**src/rtl/alu_seq_ctrl.sv**
```systemverilog
// alu_seq_ctrl: four-state multicycle sequencer for one register-to-register
// instruction. Reads two sources from an external regfile, drives an external
// ALU, and writes the result back, reporting carry/zero of the last completed
// instruction.
module alu_seq_ctrl #(
    parameter int unsigned WIDTH    = 8,
    parameter int unsigned AW       = 3,
    parameter int unsigned ZERO_REG = 0
) (
    input  logic             clk,
    input  logic             reset,
    // instruction handshake
    input  logic             instr_valid,
    output logic             instr_ready,
    input  logic [1:0]       instr_op,
    input  logic [AW-1:0]    instr_rd,
    input  logic [AW-1:0]    instr_rs1,
    input  logic [AW-1:0]    instr_rs2,
    // regfile read ports (combinational read)
    output logic [AW-1:0]    ra1,
    output logic [AW-1:0]    ra2,
    input  logic [WIDTH-1:0] rd1,
    input  logic [WIDTH-1:0] rd2,
    // ALU
    output logic [WIDTH-1:0] alu_a,
    output logic [WIDTH-1:0] alu_b,
    output logic [1:0]       alu_f,
    input  logic [WIDTH-1:0] alu_y,
    input  logic             alu_cout,
    // regfile write port
    output logic             regwrite,
    output logic [AW-1:0]    wa,
    output logic [WIDTH-1:0] wd,
    // status
    output logic             done,
    output logic             carry,
    output logic             zero
);

    typedef enum logic [1:0] {
        StIdle,
        StRead,
        StExec,
        StWrite
    } state_e;

    state_e state_q, state_d;

    // Instruction fields latched at accept.
    logic [1:0]       op_q;
    logic [AW-1:0]    rd_q;
    logic [AW-1:0]    rs1_q;
    logic [AW-1:0]    rs2_q;

    // Datapath registers.
    logic [WIDTH-1:0] opa_q;
    logic [WIDTH-1:0] opb_q;
    logic [WIDTH-1:0] res_q;
    logic             carry_q;
    logic             zero_q;

    // Output holding registers: ALU function and write address are captured
    // on entry to their own state so they keep the previous instruction's
    // values until then, rather than tracking the freshly latched fields.
    logic [1:0]       f_q;
    logic [AW-1:0]    wa_q;

    logic             wr_blocked;

    // Hardwired r0: suppress the write, but the instruction still completes.
    assign wr_blocked = (ZERO_REG != 0) && (wa_q == '0);

    // State register.
    always_ff @(posedge clk) begin
        if (reset) begin
            state_q <= StIdle;
        end else begin
            state_q <= state_d;
        end
    end

    // Next-state logic and per-state strobes.
    always_comb begin
        state_d     = state_q;
        instr_ready = 1'b0;
        regwrite    = 1'b0;
        done        = 1'b0;
        unique case (state_q)
            StIdle: begin
                instr_ready = 1'b1;
                if (instr_valid) begin
                    state_d = StRead;
                end
            end
            StRead: begin
                state_d = StExec;
            end
            StExec: begin
                state_d = StWrite;
            end
            StWrite: begin
                // Gated by reset so a reset during writeback cancels the write.
                done     = ~reset;
                regwrite = ~reset & ~wr_blocked;
                state_d  = StIdle;
            end
            default: begin
                state_d = StIdle;
            end
        endcase
    end

    // Datapath: field latch, operand fetch, result/flag capture.
    always_ff @(posedge clk) begin
        if (reset) begin
            op_q    <= '0;
            rd_q    <= '0;
            rs1_q   <= '0;
            rs2_q   <= '0;
            opa_q   <= '0;
            opb_q   <= '0;
            res_q   <= '0;
            carry_q <= 1'b0;
            zero_q  <= 1'b0;
            f_q     <= '0;
            wa_q    <= '0;
        end else begin
            unique case (state_q)
                StIdle: begin
                    if (instr_valid) begin
                        op_q  <= instr_op;
                        rd_q  <= instr_rd;
                        rs1_q <= instr_rs1;
                        rs2_q <= instr_rs2;
                    end
                end
                StRead: begin
                    opa_q <= rd1;
                    opb_q <= rd2;
                    f_q   <= op_q;
                end
                StExec: begin
                    res_q   <= alu_y;
                    // op[1]==0 selects ADD/SUB; logic ops always clear carry.
                    carry_q <= ~op_q[1] & alu_cout;
                    zero_q  <= (alu_y == '0);
                    wa_q    <= rd_q;
                end
                StWrite: begin
                end
                default: begin
                end
            endcase
        end
    end

    // Read addresses follow the latched sources, which only change at accept.
    assign ra1   = rs1_q;
    assign ra2   = rs2_q;
    assign alu_a = opa_q;
    assign alu_b = opb_q;
    assign alu_f = f_q;
    assign wa    = wa_q;
    assign wd    = res_q;
    assign carry = carry_q;
    assign zero  = zero_q;

endmodule

```
**config.mk**
```make
export PLATFORM = sky130hd
export DESIGN_NAME = alu_seq_ctrl
export DESIGN_NICKNAME = d
export VERILOG_FILES = /design/src/rtl/alu_seq_ctrl.sv
export SDC_FILE = /design/constraint.sdc
export NUM_CORES = 1
export LEC_CHECK = 0
export ABC_AREA = 0
export ABC_CLOCK_PERIOD_IN_PS = 1600
export CAP_MARGIN = 10
export CORE_MARGIN = 4
export CORE_UTILIZATION = 40
export DETAILED_ROUTE_END_ITERATION = 6
export PLACE_DENSITY = 0.89
export RECOVER_POWER = 50
export SLEW_MARGIN = 20
export SYNTH_ARGS = -nofsm -noshare
export SYNTH_HDL_FRONTEND = slang
export SYNTH_SLANG_ARGS = --single-unit
```
**constraint.sdc**
```tcl
create_clock -name clk -period 1.6 [get_ports clk]
set_clock_uncertainty 0.1 [all_clocks]
set_input_delay 0.32 -clock clk [delete_from_list [all_inputs] [get_ports clk]]
set_output_delay 0.32 -clock clk [all_outputs]
set_load 0.05 [all_outputs]
```
==> results.toml <==
[outcome]
status = "finished clean"

[floorplanning]
die_area_mm2 = 0.00541
ios = 79
die_w_um = 73.5
fp.dieH_um = 73.5
start_util_pct = 42.0
core_mm2 = 0.00409
std_cell_rows = 23

[yosys]
synth.ff_latch_count = 44
synth-edff-count = 0
synth_most_common_cell = "dfxtp_1"
synth_top_area_share_pct = 51.3
yosysWarnings = 0
synth_common_cells = "44 x dfxtp_1, 32 x nor2_1, 30 x mux2i_1, 23 x nand2_1, 10 x a21oi_2"
synth_seq_area_share_pct = 51.3
synth_area_mm2 = 0.00172
syn_nets = 213
yosys-top-cells-area = "dfxtp_1 51%, mux2i_1 17%, nor2_1 7.0%, a21oi_2 5.1%, nand2_1 5.0%"
avgSynthCellArea_um2 = 10.1
synth_cell_type_count = 21
synth_area_leader_cell = "dfxtp_1"
ys.flop_type = "dfxtp_1"
synth_cells = 170
async_flop_share_pct = 0

[setup_path]
cp_max_fo = 4
worst-endpoint-arrival_ns = 1.12
reg2reg_slack_ns = 0.11
cp-start-kind = "flop"
endpoint_kind = "output pin"
r2r_start = "state_q[1]$_SDFFE_PP0P_"
reg2reg_depth = 5
crit_required_ns = 1.18
critPathLaunch = "state_q[0]$_SDFFE_PP0P_"
critPathKind = "reg -> out"
timing.rr.end = "alu_b[1]$_SDFFE_PP0N_"
crit_end = "done"

[clocking]
numCtsBuffers = 5
clk_pin_slew_ns = 0.08
cts_sinks = 44
clock_path_buffers = 2
hold_buffers = 0
htreeDepth = 2
clock_latency_ns = 0.29
root_buffer = "clkbuf_8"
cts_tree = "yes"

[global_routing]
grt_antenna_before_repair = 0
grt_max_degree = 32
grtUsageTotal_pct = 16.6
grt_overflow = 0
grt_first_pass_wirelength_mm = 6.84
first_global_vias = 1412

[timing]
finalHoldViolCount = 0
grt_setup_unrepaired = "no"
fin_crit_sh_pct = 96.3
tightest_slew_ns = 0.535
maxSlewViolCount = 0
fmax_mhz = 649
slew_headroom_pct = 64.3
fin_crit_ns = 1.54
setup_viol = 0
hold_slack_ns = 0.363

[power_and_ir_drop]
switching_share_pct = 42.6
p_leak_uw = 0.00119
p_sw_uw = 1840
p_int_uw = 2490
peakVddDrop_mv = 0.687
pwr-share-seq_pct = 34.0
powerDensity_mw_per_mm2 = 1730
power_frac_comb_pct = 49.4
clkPwrFrac_pct = 16.6

[detailed_routing]
drtIter0Drc = 70
first_pass_iters = 4
wl_per_cell_um = 14.7
remaining_drc_errors = 0
drt_wl_total_mm = 4.38
ant_nets = 0
vias_per_cell = 4.72
vias = 1403

[flow_run]
maxCapViolCount = 0

[final_layout]
fin_util_pct = 61.3
area_growth_pct = 45.7
num-nets-final = 290
antenna_cells = 0
final_cells = 297
layout-drive-gt1-share_pct = 22.7
nFillCells = 352
final_cell_area_mm2 = 0.00250

[placement]
place_congestion = 0.757
hpwl_mm = 3.32
dpl_cell_area_mm2 = 0.00288
place_inst = 290
portBuffers = 78

[worst_hold_path]
hp-class = "reg -> reg"
flip-flops by register name (all words and copies together) (netlist names):
| name | flops |
|---|---|
| alu_a | 8 |
| alu_b | 8 |
| alu_f | 2 |
| carry | 1 |
| op_q | 2 |
| ra1 | 3 |
| ra2 | 3 |
| rd_q | 3 |
| state_q | 2 |
| wa | 3 |
| wd | 8 |
| zero | 1 |
layout by cell type, fill, tap and decap left out:
master | Yosys | routed
clkbuf_8 | 0 | 7
dlymetal6s2s_1 | 0 | 11
nand2_1 | 23 | 23
clkbuf_2 | 0 | 26
dfxtp_1 | 44 | 42
nor4_1 | 2 | 2
a211oi_1 | 1 | 1
mux2i_1 | 30 | 30
nand2b_1 | 3 | 3
nand3b_1 | 1 | 1
a21oi_1 | 3 | 3
dfxtp_2 | 0 | 2
ha_1 | 4 | 3
nor2b_4 | 0 | 1
and2_4 | 1 | 1
nand3_1 | 1 | 1
nor2_1 | 32 | 32
buf_2 | 4 | 1
clkdlybuf4s50_1 | 0 | 37
buf_4 | 3 | 5
ha_4 | 0 | 1
a21oi_2 | 10 | 10
inv_1 | 2 | 2
buf_12 | 1 | 1
clkbuf_4 | 0 | 1
timing repair:
action | CTS | global route
setup endpoints to repair | 2 | 3
buffers inserted | 0 | 0
gates resized for setup | 0 | 3
cloned | 0 | 0
cells by family after synthesis:
kind of cell | after synthesis | share of synthesized area, %
AOI/OAI and AO/OA | 14 | 6.41
adders and majority gates | 4 | 2.91
buffers and inverters | 14 | 6.48
DFF | 44 | 51.3
muxes | 30 | 17.5
and+or+nand+nor | 64 | 15.4
metrics by stage:
stage	setup TNS (ns)	total power, uW	setup slack (ns)
floorplan	0	3150	0.0953
global placement	0	4190	0.0738
detailed placement	0	4250	0.0196
CTS	-0.00686	4980	-0.00386
global route	0	4570	0.0214
finish	0	4330	0.0593
power by group through the flow:
stage | sequential (uW) | combinational, uW | clock, uW
2_1_floorplan | 2100 | 1040 | 0
3_3_place_gp | 1580 | 2610 | 0
3_5_place_dp | 1590 | 2660 | 0
4_1_cts | 1570 | 2670 | 743
5_1_grt | 1510 | 2290 | 777
6_report | 1470 | 2140 | 720
final cells by class:
class	count	area, um2	share of cell area, %
clock buffer	7	96.3	3.85
timing repair buffer	82	708	28.3
tap	50	62.6	2.50
sequential	44	883	35.3
multi-input combinational	112	746	29.8
inverter	2	7.51	0.300
worst min-delay path by stage:
| stage | from | to | slack [ns] | cells past startpoint |
|---|---|---|---|---|
| after detailed placement | rd_q[1]$_SDFFE_PP0P_ | rd_q[1]$_SDFFE_PP0P_ | 0.37 | 2 |
| after floorplan | op_q[0]$_SDFFE_PP0P_ | op_q[0]$_SDFFE_PP0P_ | 0.35 | 2 |
| after global placement | rd_q[2]$_SDFFE_PP0P_ | rd_q[2]$_SDFFE_PP0P_ | 0.36 | 2 |
| final | ra2[0]$_SDFFE_PP0P_ | ra2[0]$_SDFFE_PP0P_ | 0.36 | 2 |
| after CTS | reset | rd_q[1]$_SDFFE_PP0P_ | 0.37 | 3 |
| after global routing | reset | rd_q[0]$_SDFFE_PP0P_ | 0.39 | 3 |
critical path: stages (launching register included):
cell and delay [ns]:
dfxtp_2 0.36, ha_1 0.15, nor2b_4 0.13, buf_4 0.20
per-layer routing:
metal  up-vias  wire length (um)  GRT usage (%)  part of all wire (%)
met5         -                 0              0                     0
met1       641              1840           19.6                    42
met4         0                50           6.04                   1.1
li1        707                 -              -                     -
met2        48              2180           29.3                    50
met3         7               314           3.56                   7.2
No activity file was read; power rests on OpenSTA's default activity.
